### src/rtl/cu_fsm.sv
// cu_fsm -- multi-cycle instruction control unit.
// Accepts one opcode at a time in IDLE and walks it through
// DECODE / EXEC / MEM / WB.
// It drives the register-file, ALU, data-memory and mux controls for that
// instruction, plus the write strobes.
// Build option: define CU_MULDIV_STALL_EN to hold EXEC for MULDIV_CYCLES
// cycles on the multiply/divide opcodes (3, 4, 20, 21).
module cu_fsm #(
  parameter int OPCODE_W      = 6,
  parameter int MULDIV_CYCLES = 4
) (
  input  logic                clk,
  input  logic                rst,
  input  logic [OPCODE_W-1:0] opcode,
  input  logic                instr_valid,
  output logic                instr_ready,
  input  logic                equ,
  input  logic                les,
  output logic [2:0]          im_control,
  output logic [3:0]          alu_control,
  output logic                dm_control,
  output logic [6:0]          sel,
  output logic                rf_we,
  output logic                pc_we,
  output logic                halted
);

  typedef enum logic [2:0] {
    S_IDLE,
    S_DECODE,
    S_EXEC,
    S_MEM,
    S_WB,
    S_HALT
  } state_t;

  // Idle/reset value of the mux selects; equals the decode of a plain op.
  localparam logic [6:0] SEL_RST    = 7'h5B;
  // Every illegal opcode is folded onto one code >= 32 so it decodes as NOP.
  localparam logic [5:0] OP_ILLEGAL = 6'h3F;
  // Stall counter preload: EXEC lasts MD_LAST+1 cycles.
  localparam logic [3:0] MD_LAST    = 4'(MULDIV_CYCLES - 1);
`ifdef CU_MULDIV_STALL_EN
  localparam logic       STALL_EN   = 1'b1;
`else
  localparam logic       STALL_EN   = 1'b0;
`endif

  state_t              state_reg;
  state_t              state_next;
  logic [5:0]          op_reg;
  logic [3:0]          cnt_reg;
  logic [2:0]          im_reg;
  logic [2:0]          im_dec;
  logic [3:0]          alu_reg;
  logic [3:0]          alu_dec;
  logic [6:0]          sel_reg;
  logic [6:0]          sel_dec;
  logic [OPCODE_W-1:0] upper_bits;
  logic                op_illegal;
  logic                accept;
  logic                is_alu;
  logic                is_mem;
  logic                is_store;
  logic                is_muldiv;
  logic                exec_stall;

  // Collect opcode bits above bit 5; any of them set makes the opcode illegal.
  genvar gi;
  generate
    for (gi = 0; gi < OPCODE_W; gi++) begin : g_upper
      if (gi < 6) begin : g_low
        assign upper_bits[gi] = 1'b0;
      end else begin : g_high
        assign upper_bits[gi] = opcode[gi];
      end
    end
  endgenerate

  assign op_illegal = (|upper_bits) | opcode[5];
  assign accept     = (state_reg == S_IDLE) & instr_valid;

  // Opcode classes, taken from the captured opcode.
  assign is_alu     = (op_reg >= 6'd1)  && (op_reg <= 6'd23);
  assign is_mem     = (op_reg >= 6'd24) && (op_reg <= 6'd27);
  assign is_store   = (op_reg == 6'd25) || (op_reg == 6'd27);
  assign is_muldiv  = (op_reg == 6'd3)  || (op_reg == 6'd4) ||
                      (op_reg == 6'd20) || (op_reg == 6'd21);
  assign exec_stall = STALL_EN & is_muldiv & (cnt_reg != 4'd0);

  assign im_control  = im_reg;
  assign alu_control = alu_reg;
  assign sel         = sel_reg;

  // Decode the captured opcode into the controls latched on the edge leaving DECODE.
  always_comb begin
    im_dec  = 3'b001;
    alu_dec = 4'd0;
    sel_dec = SEL_RST;
    if ((op_reg >= 6'd1) && (op_reg <= 6'd15)) begin
      im_dec[2:1] = 2'd2;
      alu_dec     = op_reg[3:0];
    end
    if (is_mem) begin
      im_dec[2:1] = 2'd1;
    end
    if ((op_reg >= 6'd28) && (op_reg <= 6'd31)) begin
      im_dec[0] = 1'b0;
    end
    case (op_reg)
      6'd16, 6'd17, 6'd18: alu_dec = 4'd1;
      6'd19:               alu_dec = 4'd2;
      6'd20:               alu_dec = 4'd3;
      6'd21:               alu_dec = 4'd4;
      6'd22:               alu_dec = 4'd9;
      6'd23:               alu_dec = 4'd10;
      default:             ;
    endcase
    if ((op_reg >= 6'd18) && (op_reg <= 6'd27)) begin
      sel_dec[3] = 1'b0;
    end
    if (op_reg == 6'd27) begin
      sel_dec[4] = 1'b0;
    end
    case (op_reg)
      6'd26:   sel_dec[6:5] = 2'd0;
      6'd17:   sel_dec[6:5] = 2'd1;
      6'd24:   sel_dec[6:5] = 2'd3;
      default: ;
    endcase
    // Branch outcome uses the compare flags present while in DECODE.
    case (op_reg)
      6'd0:    sel_dec[2:0] = 3'd4;
      6'd28:   sel_dec[2:0] = 3'd0;
      6'd29:   sel_dec[2:0] = 3'd2;
      6'd30:   sel_dec[2:0] = equ ? 3'd1 : 3'd3;
      6'd31:   sel_dec[2:0] = les ? 3'd1 : 3'd3;
      default: ;
    endcase
  end

  // State register; reset returns to IDLE immediately, even mid-instruction.
  always_ff @(posedge clk or posedge rst) begin
    if (rst) begin
      state_reg <= S_IDLE;
    end else begin
      state_reg <= state_next;
    end
  end

  // Next-state and strobe logic; pc_we marks the last non-IDLE cycle.
  always_comb begin
    state_next  = state_reg;
    instr_ready = 1'b0;
    dm_control  = 1'b0;
    rf_we       = 1'b0;
    pc_we       = 1'b0;
    halted      = 1'b0;
    case (state_reg)
      S_IDLE: begin
        instr_ready = ~rst;
        if (instr_valid) begin
          state_next = S_DECODE;
        end
      end
      S_DECODE: begin
        state_next = (op_reg == 6'd0) ? S_HALT : S_EXEC;
      end
      S_EXEC: begin
        if (exec_stall) begin
          state_next = S_EXEC;
        end else if (is_mem) begin
          state_next = S_MEM;
        end else if (is_alu) begin
          state_next = S_WB;
        end else begin
          state_next = S_IDLE;
          pc_we      = 1'b1;
        end
      end
      S_MEM: begin
        if (is_store) begin
          dm_control = 1'b1;
          pc_we      = 1'b1;
          state_next = S_IDLE;
        end else begin
          state_next = S_WB;
        end
      end
      S_WB: begin
        rf_we      = 1'b1;
        pc_we      = 1'b1;
        state_next = S_IDLE;
      end
      S_HALT: begin
        halted = 1'b1;
      end
      default: begin
        state_next = S_IDLE;
      end
    endcase
  end

  // Capture the opcode, latch controls leaving DECODE, count a stalled EXEC,
  // and restore idle control values when the instruction retires.
  always_ff @(posedge clk or posedge rst) begin
    if (rst) begin
      op_reg  <= 6'd0;
      cnt_reg <= 4'd0;
      im_reg  <= 3'd0;
      alu_reg <= 4'd0;
      sel_reg <= SEL_RST;
    end else begin
      if (accept) begin
        op_reg <= op_illegal ? OP_ILLEGAL : opcode[5:0];
      end
      if (state_reg == S_DECODE) begin
        im_reg  <= im_dec;
        alu_reg <= alu_dec;
        sel_reg <= sel_dec;
        cnt_reg <= MD_LAST;
      end else if ((state_reg == S_EXEC) && exec_stall) begin
        cnt_reg <= cnt_reg - 4'd1;
      end
      if ((state_reg != S_IDLE) && (state_next == S_IDLE)) begin
        im_reg  <= 3'd0;
        alu_reg <= 4'd0;
        sel_reg <= SEL_RST;
      end
    end
  end

endmodule

### config.mk
export PLATFORM = sky130hd
export DESIGN_NAME = cu_fsm
export DESIGN_NICKNAME = d
export VERILOG_FILES = /design/src/rtl/cu_fsm.sv
export SDC_FILE = /design/constraint.sdc
export NUM_CORES = 1
export LEC_CHECK = 0
export CELL_PAD_IN_SITES_DETAIL_PLACEMENT = 0
export CELL_PAD_IN_SITES_GLOBAL_PLACEMENT = 1
export CORE_MARGIN = 5
export CORE_UTILIZATION = 33
export CTS_CLUSTER_DIAMETER = 100
export DETAILED_ROUTE_END_ITERATION = 8
export PLACE_DENSITY_LB_ADDON = 0.15
export RECOVER_POWER = 100
export SLEW_MARGIN = 15
export SYNTH_ARGS = -nofsm -noshare
export SYNTH_HDL_FRONTEND = slang
export SYNTH_SLANG_ARGS = --single-unit
### constraint.sdc
create_clock -name clk -period 1.9 [get_ports clk]
set_input_delay 0.38 -clock clk [delete_from_list [all_inputs] [get_ports clk]]
set_output_delay 0.38 -clock clk [all_outputs]
set_load 0.05 [all_outputs]
# After elaboration in Yosys (flattened, before gate mapping)
# Cells that the tools add are included.
# word_totals
inputBits,11
ff_bits,23
wordCells,81
output_inout_bits,19
# classes
reduce_logical,13
order_cmp,8
bitwise,2
mux,32
eq_ne,21
# ops
cell,n
$eq 6x5->1 const B,16
$pmux 3 s5,2
$pmux 4 s6,1
$mux 3,7
$ge 6x5->1 const B,3
$le 6x5->1 const B,3
$mux 7,2
$mux 4,3
$mux 1,10
$mux 2,4
$eq 3x2->1 const B,2
$eq 3x3->1 const B,2
$ge 6x1->1 const B,1
$le 6x4->1 const B,1
$logic_and 1x1->1,6
$logic_not 3->1,2
$logic_not 6->1,1
$mux 6,1
$pmux 2 s3,1
$eq 3x1->1 const B,1
$pmux 1 s3,1
$reduce_bool 3->1,1
$reduce_or 3->1,1
$reduce_bool 2->1,1
3 further kinds,3

# Longest topological paths before layout
# Gate-level depths: netlist (run 1).
# logic_depth
ltp_word,8
mapped_depth,6
depth_no_buf,4

# Least setup slack after synthesis (run 1)
# OpenSTA, ideal clock, no wires.
# synth_path
path_kind,flip-flop to output port
startpoint,reg state_reg[2]
endpoint,out pc_we
arrival_ns,2.420
path_buffers,1
stages_incl_launch_ff,4
path_slack_ns,-0.900
t_required_ns,1.520
path_cell_list,dfrtp_1 -> clkbuf_1 -> nor3b_1 -> o21bai_1
# synth_between
elab_chain_len,2
word_cells_on_any_way,4
cone_classes,eq/ne (3); mux (1)
# synth_rtl
item,line_no,rtl
"start, declared",49,state_t state_reg;
"start signal, assigned",147,state_reg <= state_next;
$eq 3x3->1 / $eq 3x2->1 (equally long branches),159,case (state_reg)
$pmux 1 s3 *,159,
"end, declared",24,"output logic pc_we,"
# Mark *: on every way between the ends. The rest lies on a longest branch, timed or not.

# Worst setup path in the final report (run 1)
# layout_path
startpoint,reg op_reg[0]
endpoint,out pc_we
# layout_between
elab_chain_len,5
word_cells_on_any_way,13
cone_classes,order compare (4); eq/ne (2); mux (4); reduce/logical (3)
# layout_rtl
item,line_no,rtl
"start, declared",51,logic [5:0] op_reg;
"start signal, assigned",215,op_reg <= op_illegal ? OP_ILLEGAL : opcode[5:0];
$ge 6x1->1 / $le 6x5->1 (equally long branches),84,assign is_alu = (op_reg >= 6'd1) && (op_reg <= 6'd23);
$logic_and 1x1->1,84,
$mux 1,174,end else if (is_alu) begin
$mux 1,172,end else if (is_mem) begin
$pmux 1 s3 *,159,
# Marked as above.

==> results.cfg, run 1 <==
[die]
rows = 22
io_pins = 30
die_area_sq_mm = 0.005206
start_util_pct = 34.57
core_sq_mm = 0.003689
die_w_um = 72.16
dieHeight_um = 72.16

[critical_path]
required_ns = 1.52
critPathLaunchType = register
end_kind = output port
crit_fanout = 2
criticalPathCategory = register to output port
arrival_ns = 1.90

[sta]
setup_tns_ns = -0.6645
setup_viol = 4
slew_headroom_pct = 59.92
finalCritPeriodShare_pct = 120.2
finalClockSkew_ns = 0.001979
grt_setup_unrepaired = true
period_needed_ns = 2.284
hold_viol_final = 0
slew_viol_final = 0
setup_slack_ns = -0.3838
fmax_ghz = 0.4379
tightest_slew_ns = 0.6037

[route]
drtPass1Iterations = 4
wl_per_cell_um = 15.15
via_per_inst = 5.275
vias = 1229
routed_wl_um = 3529
dr.first_iter.drc_count = 56
drc_errors = 0
ant_nets = 0

[placed_design]
gp_congestion = 0.8787
placed_area_sq_mm = 0.001755
io_buffers = 29
dpl.hpwl_um = 2504

[yosys]
yosysSeqAreaShare_pct = 45.63
synth.avg_cell_area_sq_um = 9.042
synth_edf_count = 0
synth-async-reset-ratio_pct = 100.0
netlist_area_sq_mm = 0.001275
ys_ff_latch = 23
ys.flop_type = dfrtp_1
syn_nets = 152
synth.distinct_cells = 40
yosys_warnings = 0
syn_inst = 141

[clock_tree]
cts_tree = yes
path_clk_slew_ns = 0.08
htreeDepth = 1
numCtsBuffers = 3
clk_latency_ns = 0.27
cts_hold_buf = 0
root_buffer = clkbuf_8
clk_path_buf_depth = 2
cts.sinks = 23

[power]
finalPower_w = 0.003407
leakagePower_nw = 0.7405
pwr_density_cell_mw_per_mm2 = 1898
peakVddDrop_v = 0.0005938

[finish]
nNetsFinal = 197
diodes = 0
synthToLayoutAreaGrowth_pct = 40.82
final_cell_area_sq_mm = 0.001795
fill_cells = 389
largest_register_ffs = 7
mostFrequentLayoutCells = dfrtp_1, buf_4, clkbuf_1, nor2_1, nand2_1
drive_above_1_share_pct = 25.41
multi_input_area_sq_um = 676.9
regArea_sq_um = 581.8
post-route-util_pct = 48.68

[global_route]
use_met1_pct = 19.20
use_met2_pct = 24.06
grt_max_degree = 24
grt-ovfl-total = 0
grt_antenna_before_repair = 0
track_usage_pct = 14.66
grt_busiest_layer = met2
met3_usage_pct = 2.078
grt_pass1_wl_um = 5968
grt_pass1_vias = 1213

[outcome]
violations = setup timing
outcome = finished, violations left

[run]
maxCapViolCount = 0

[hold_path]
hold_class = register to register
## per-stage QoR
stage	setup slack, ns	hold WS, ns	std cells
6_report	-0.3838	0.5255	233
5_1_grt	-0.4323	0.5490	233
4_1_cts	-0.3843	0.5212	228
3_5_place_dp	-0.09620	0.5197	223
3_3_place_gp	-0.09149	0.5084	223
2_1_floorplan	-0.1441	0.3782	141
## repair_timing
item	CTS	global route
resized for setup	2	1
buffers inserted	1	5
endpoints found under the setup margin	2	9
pin swaps	3	3
## synth_stat cells (3+ instances only)
| cell | number | area share (%) |
|---|---|---|
| dfrtp_1 | 18 | 35 |
| inv_1 | 4 | 1.2 |
| o21ai_0 | 8 | 3.1 |
| a211o_1 | 4 | 2.7 |
| nand2b_1 | 4 | 2.0 |
| a21oi_1 | 12 | 4.7 |
| nor3_1 | 3 | 1.2 |
| nand2_1 | 13 | 3.8 |
| nor3b_1 | 5 | 2.9 |
| nand3_1 | 3 | 1.2 |
| dfstp_2 | 5 | 10 |
| nor2_1 | 16 | 4.7 |
| buf_2 | 3 | 1.2 |
| clkbuf_1 | 7 | 2.1 |
## report_power, final
| part | leakage [nW] | internal [W] | switching [W] |
|---|---|---|---|
| Clock | 0.0228 | 0.000150 | 0.000165 |
| Sequential | 0.280 | 0.000719 | 0.000142 |
| Combinational | 0.438 | 0.000847 | 0.00138 |
## worst paths after layout
| kind | startpoint | end | slack [ns] | depth (start not counted) |
|---|---|---|---|---|
| max in group asynchronous | rst | sel[4] | 0.79 | 3 |
| min in group asynchronous | rst | state_reg[1] | 0.73 | 3 |
| max | op_reg[0] | pc_we | -0.38 | 5 |
| max reg2reg | op_reg[0] | sel[1] | -0.02 | 6 |
| min | sel[2] | sel[2] | 0.53 | 2 |
| min reg2reg | sel[2] | sel[2] | 0.53 | 2 |
## worst max-delay path, stage by stage, from the launching register on
cell and delay [ns]:
dfrtp_1 0.38, or4_4 0.55, a221oi_4 0.33, a21oi_2 0.08
o21bai_4 0.14, buf_12 0.15
## layout make-up
cell class                 instances  share of cell area [%]
clock buffer                       4                   2.509
sequential                        23                   32.40
multi-input combinational        102                   37.70
inverter                           4                  0.8362
tap                               48                   3.345
timing repair buffer              52                   23.21
## metal layers
layer | wire [um] | vias to the layer above
met1 | 1600 | 599
li1 | - | 591
met4 | 64 | 0
met2 | 1734 | 34
met5 | 0 | -
met3 | 130 | 5
## cell families after synthesis
| group | share of synthesized area (%) |
|---|---|
| muxes | 0.8832 |
| AOI/OAI and AO/OA | 20.90 |
| and+or+nand+nor | 25.71 |
| xor gates and xnor gates | 0.6871 |
| buffers and inverters | 6.182 |
| DFF | 45.63 |
Note: power is estimated with default switching activity, not from simulation.
==> run 2: changes to the inputs <==
--- a/config.mk
+++ b/config.mk
@@ -5,15 +5,16 @@
 export SDC_FILE = /design/constraint.sdc
 export NUM_CORES = 1
 export LEC_CHECK = 0
+export ABC_CLOCK_PERIOD_IN_PS = 1900
 export CELL_PAD_IN_SITES_DETAIL_PLACEMENT = 0
 export CELL_PAD_IN_SITES_GLOBAL_PLACEMENT = 1
 export CORE_MARGIN = 5
-export CORE_UTILIZATION = 33
+export CORE_UTILIZATION = 36
 export CTS_CLUSTER_DIAMETER = 100
 export DETAILED_ROUTE_END_ITERATION = 8
 export PLACE_DENSITY_LB_ADDON = 0.15
 export RECOVER_POWER = 100
-export SLEW_MARGIN = 15
+export SLEW_MARGIN = 20
 export SYNTH_ARGS = -nofsm -noshare
 export SYNTH_HDL_FRONTEND = slang
 export SYNTH_SLANG_ARGS = --single-unit
==> run 2 against run 1 <==
Against the previous run: the run still ends with setup timing left; via count shrank 1.8%; sequential power hardly changed; clock power fell by 29%; clock-buffer cell count is the same; critical path type unchanged; largest cell class unchanged.
==> results.cfg, run 2 (synthesis results as in run 1) <==
[critical_path]
critPathLaunchType = register
end_kind = output port
arrival_ns = 1.94
required_ns = 1.52
crit_fanout = 2
criticalPathCategory = register to output port

[die]
core_sq_mm = 0.003390
dieHeight_um = 69.51
die_area_sq_mm = 0.004832
rows = 21
io_pins = 30
start_util_pct = 37.62
die_w_um = 69.51

[sta]
fmax_ghz = 0.4311
slew_headroom_pct = 59.13
hold_viol_final = 0
finalCritPeriodShare_pct = 122.1
tightest_slew_ns = 0.6157
slew_viol_final = 0
setup_viol = 3
finalClockSkew_ns = 0.001880
period_needed_ns = 2.319
setup_slack_ns = -0.4194
grt_setup_unrepaired = true

[power]
switching_power_w = 0.001713
pwr_density_cell_mw_per_mm2 = 1882
pwr-share-comb_pct = 68.7
seqPwrFrac_pct = 24.8
power.switching_fraction_pct = 49.32
peakVddDrop_v = 0.0006846
leakagePower_nw = 0.7616
power.internal_w = 0.001760
finalPower_w = 0.003474
power_frac_clock_pct = 6.5

[finish]
multi_input_area_sq_um = 719.4
drive_above_1_share_pct = 29.41
final_cell_area_sq_mm = 0.001846
diodes = 0
nNetsFinal = 199
fill_cells = 328
layout.cells.non_filler = 233
largest_register_ffs = 7
mostFrequentLayoutCells = buf_4, dfrtp_1, nor2_1, clkbuf_1, nand2_1
final_common_cell = buf_4
synthToLayoutAreaGrowth_pct = 44.75
regArea_sq_um = 581.8

[global_route]
grt_max_degree = 24
grt_pass1_wl_um = 5658
grt_pass1_vias = 1168
grt-ovfl-total = 0
track_usage_pct = 14.29
grt_antenna_before_repair = 0

[route]
drtPass1Iterations = 4
drc_errors = 0
vias = 1207
wl_per_cell_um = 14.14
via_per_inst = 5.180
ant_nets = 0
dr.first_iter.drc_count = 36
routed_wl_um = 3294

[placed_design]
gp_congestion = 0.8203
placed_cells = 222
dpl.hpwl_um = 2377
placed_area_sq_mm = 0.001763
io_buffers = 29

[run]
maxCapViolCount = 0

[clock_tree]
cts_hold_buf = 0
numCtsBuffers = 3
root_buffer = clkbuf_4
clk_latency_ns = 0.31
clk_path_buf_depth = 2
path_clk_slew_ns = 0.12
cts_tree = yes
htreeDepth = 1
cts.sinks = 23

[outcome]
violations = setup timing
outcome = finished, violations left

[hold_path]
hold_class = register to register
-- run 2: final timing paths --
| path | slack [ns] | to | from | cells past startpoint |
|---|---|---|---|---|
| min in group asynchronous | 0.70 | state_reg[1] | rst | 3 |
| min | 0.53 | sel[2] | sel[2] | 2 |
| max in group asynchronous | 0.82 | sel[0] | rst | 3 |
| max reg2reg | -0.04 | state_reg[0] | op_reg[2] | 12 |
| max | -0.42 | pc_we | op_reg[1] | 5 |
| min reg2reg | 0.53 | sel[2] | sel[2] | 2 |
-- run 2: metal layers --
| metal | wire length [um] | vias up | global-route usage, % |
|---|---|---|---|
| li1 | - | 596 | - |
| met1 | 1491 | 581 | 17.73 |
| met2 | 1607 | 24 | 24.26 |
| met3 | 139 | 6 | 3.913 |
| met4 | 55 | 0 | 3.905 |
| met5 | 0 | - | 0 |
-- run 2: worst max-delay path: stages, from the launching register on --
cell and delay (ns):
dfrtp_1 0.40, or4_4 0.56, a221oi_4 0.31, a21oi_2 0.07, o21bai_4 0.14, buf_12 0.15
-- run 2: stage by stage --
step / util, % / worst slack, ns / setup TNS (ns) / hold WS, ns
finish: 54.45 / -0.4194 / -0.6691 / 0.5268
global route: 54.45 / -0.5104 / -1.399 / 0.5615
CTS: 55.11 / -0.4407 / -0.8109 / 0.4641
detailed placement: 52.01 / -0.09405 / -0.09405 / 0.5187
global placement: 52.01 / -0.06144 / -0.06144 / 0.5093
floorplan: - / -0.1441 / -0.2742 / 0.3782
-- run 2: repair_timing --
item / CTS / global route
gates resized for setup: 5 / 6
setup endpoints to repair: 2 / 14
pin swaps: 6 / 4
setup buffers: 8 / 2
-- run 2: final cells by class --
| class | instances | area share, % |
|---|---|---|
| Timing Repair Buffer | 54 | 24.14 |
| Multi-Input combinational cell | 102 | 38.98 |
| Clock buffer | 4 | 1.424 |
| Inverter | 4 | 0.8136 |
| Tap cell | 46 | 3.119 |
| Sequential cell | 23 | 31.53 |
-- run 2: power by group through the flow --
stage,sequential [W],combinational (W),clock [W]
2_1_floorplan,0.00122,0.00115,0
3_3_place_gp,0.000853,0.00221,0
3_5_place_dp,0.000864,0.00223,0
4_1_cts,0.000853,0.00238,0.000232
5_1_grt,0.000891,0.00259,0.000257
6_report,0.000861,0.00239,0.000225
==> run 3: changes to the inputs <==
--- a/config.mk
+++ b/config.mk
@@ -5,11 +5,12 @@
 export SDC_FILE = /design/constraint.sdc
 export NUM_CORES = 1
 export LEC_CHECK = 0
+export ABC_AREA = 1
 export ABC_CLOCK_PERIOD_IN_PS = 1900
 export CELL_PAD_IN_SITES_DETAIL_PLACEMENT = 0
 export CELL_PAD_IN_SITES_GLOBAL_PLACEMENT = 1
 export CORE_MARGIN = 5
-export CORE_UTILIZATION = 36
+export CORE_UTILIZATION = 35
 export CTS_CLUSTER_DIAMETER = 100
 export DETAILED_ROUTE_END_ITERATION = 8
 export PLACE_DENSITY_LB_ADDON = 0.15
==> run 3 against run 2 <==
Against the previous run: critical path depth is 2 higher; critical path type unchanged; synthesized cell count rose by 21%; cell count grew 12%; worst hold slack better by 0.035 ns; critical endpoint unchanged; power shrank 5.8%; highest routed layer unchanged; the flow now finishes without violations.
==> results.cfg, run 3 <==
[outcome]
outcome = complete, no violations

[yosys]
yosysSeqAreaShare_pct = 45.50
synth.distinct_cells = 23
syn_nets = 181
ys_ff_latch = 23
syn_inst = 170
synth.avg_cell_area_sq_um = 7.522
synth_edf_count = 0
yosys_warnings = 0
netlist_top_cells_count = nand2_1, nor2_1, dfrtp_1
synth_top_area_share_pct = 35.23
synth-async-reset-ratio_pct = 100.0
netlist_area_sq_mm = 0.001279
synth_most_common_cell = nand2_1
synthTopCellsByArea = dfrtp_1, dfstp_2, nand2_1, nor2_1, nand3_1
yosys.area.top_type = dfrtp_1
ys.flop_type = dfrtp_1

[sta]
fmax_ghz = 0.5336
slew_headroom_pct = 59.67
grt_setup_unrepaired = true
tightest_slew_ns = 0.6076
setup_tns_ns = 0
hold_viol_final = 0
hold_slack_ns = 0.5616
setup_viol = 0
finalCritPeriodShare_pct = 98.63
finalClockSkew_ns = 0.001928
period_needed_ns = 1.874
slew_viol_final = 0

[die]
die_w_um = 70.45
die_area_sq_mm = 0.004963
core_sq_mm = 0.003606
dieHeight_um = 70.45
start_util_pct = 35.46
io_pins = 30
rows = 22

[route]
via_per_inst = 4.939
drtPass1Iterations = 5
drc_errors = 0
routed_wl_um = 3627
dr.first_iter.drc_count = 90
wl_per_cell_um = 13.84
vias = 1294
ant_nets = 0

[clock_tree]
path_clk_slew_ns = 0.08
cts_hold_buf = 0
numCtsBuffers = 3
clk_latency_ns = 0.26
cts_tree = yes
root_buffer = clkbuf_8
htreeDepth = 1
clk_path_buf_depth = 2
cts.sinks = 23

[finish]
largest_register_ffs = 7
synthToLayoutAreaGrowth_pct = 41.00
fill_cells = 375
nNetsFinal = 226
mostFrequentLayoutCells = nand2_1, nor2_1, buf_4, dfrtp_1
diodes = 0
final_common_cell = nand2_1
drive_above_1_share_pct = 28.04

[global_route]
grt_pass1_wl_um = 5837
grt_antenna_before_repair = 0
track_usage_pct = 14.36
grt_pass1_vias = 1241
grt-ovfl-total = 0
grt_max_degree = 24

[power]
seqPwrFrac_pct = 28.2
leakagePower_nw = 0.7943
pwr-share-comb_pct = 62.6
power.switching_fraction_pct = 52.31
switching_power_w = 0.001711
peakVddDrop_v = 0.0006649
finalPower_w = 0.003271
power.internal_w = 0.001560
pwr_density_cell_mw_per_mm2 = 1814
power_frac_clock_pct = 9.2

[hold_path]
hold_class = register to register

[critical_path]
criticalPathCategory = register to output port
arrival_ns = 1.49
critPathLaunchType = register
rrSetupSlack_ns = 0.27
required_ns = 1.52
crit_fanout = 4
end_kind = output port

[placed_design]
dpl.hpwl_um = 2666
io_buffers = 29
gp_congestion = 0.8955

[run]
maxCapViolCount = 0
-- run 3: changes by cell type after synthesis, moves of 5 or more --
cell / change
nor2_1: +15
nor3b_1: -5
nand3_1: +9
nor3_1: +5
clkbuf_1: -5
nand2_1: +22
inv_1: +10
-- run 3: power groups by stage --
stage / Combinational [W] / Clock [W] / Sequential, W
after floorplan: 0.000972 / 0 / 0.00122
after global placement: 0.00193 / 0 / 0.000892
after detailed placement: 0.00192 / 0 / 0.000903
after CTS: 0.00197 / 0.000315 / 0.000887
after global routing: 0.00222 / 0.000335 / 0.000950
final: 0.00205 / 0.000302 / 0.000921
-- run 3: worst max-delay path, cell delays in order (launching register included) --
cell and delay [ns]:
dfrtp_1 0.44, inv_2 0.08, nor2_4 0.12, nand2_2 0.10
nor3_2 0.19, nor2_1 0.06, nand2_1 0.11, buf_12 0.14
-- run 3: cell type report --
class	instances	area, sq um	share of cell area, %
Sequential cell	23	584.3	32.41
Timing Repair Buffer	44	387.9	21.51
Tap cell	48	60.06	3.331
Inverter	15	56.30	3.123
Multi-Input combinational cell	128	668.1	37.06
Clock inverter	1	5.005	0.2776
Clock buffer	3	41.29	2.290
-- run 3: cell families after synthesis --
logic type | count (synthesis) | synth area share (%)
buf+inv | 19 | 6.164
simple gates | 100 | 35.72
flops | 23 | 45.50
compound gates | 28 | 12.62
-- run 3: path summary, 6_finish.rpt --
kind                               start              to  cells past startpoint
max                            op_reg[4]           pc_we                      7
min reg2reg                im_control[0]   im_control[0]                      2
max reg2reg                    op_reg[3]  alu_control[0]                      9
min                        im_control[0]   im_control[0]                      2
min in group asynchronous            rst       op_reg[3]                      3
max in group asynchronous            rst       op_reg[5]                      3
-- run 3: timing repair --
| action | CTS | global route |
|---|---|---|
| endpoints found under the setup margin | 1 | 2 |
| pin swaps | 0 | 6 |
| buffers inserted | 2 | 6 |
| gates resized for setup | 1 | 12 |
| gates cloned | 0 | 0 |
-- run 3: routing by layer --
layer	part of all wire [%]	routed length, um	global-route usage, %
met3	5.8	210	3.885
met1	45	1645	18.76
met2	48	1739	23.60
met4	0.85	31	3.191
met5	0	0	0
-- run 3: stage by stage --
| step | worst slack, ns | std cells | area (sq um) | utilization, % |
|---|---|---|---|---|
| 2_1_floorplan | -0.2668 | 170 | 1290 | - |
| 3_3_place_gp | 0.2552 | 250 | 1688 | 46.81 |
| 3_5_place_dp | 0.2317 | 250 | 1688 | 46.81 |
| 4_1_cts | 0.0001091 | 256 | 1750 | 48.54 |
| 5_1_grt | -0.09986 | 262 | 1803 | 50.00 |
| 6_report | 0.02601 | 262 | 1803 | 50.00 |
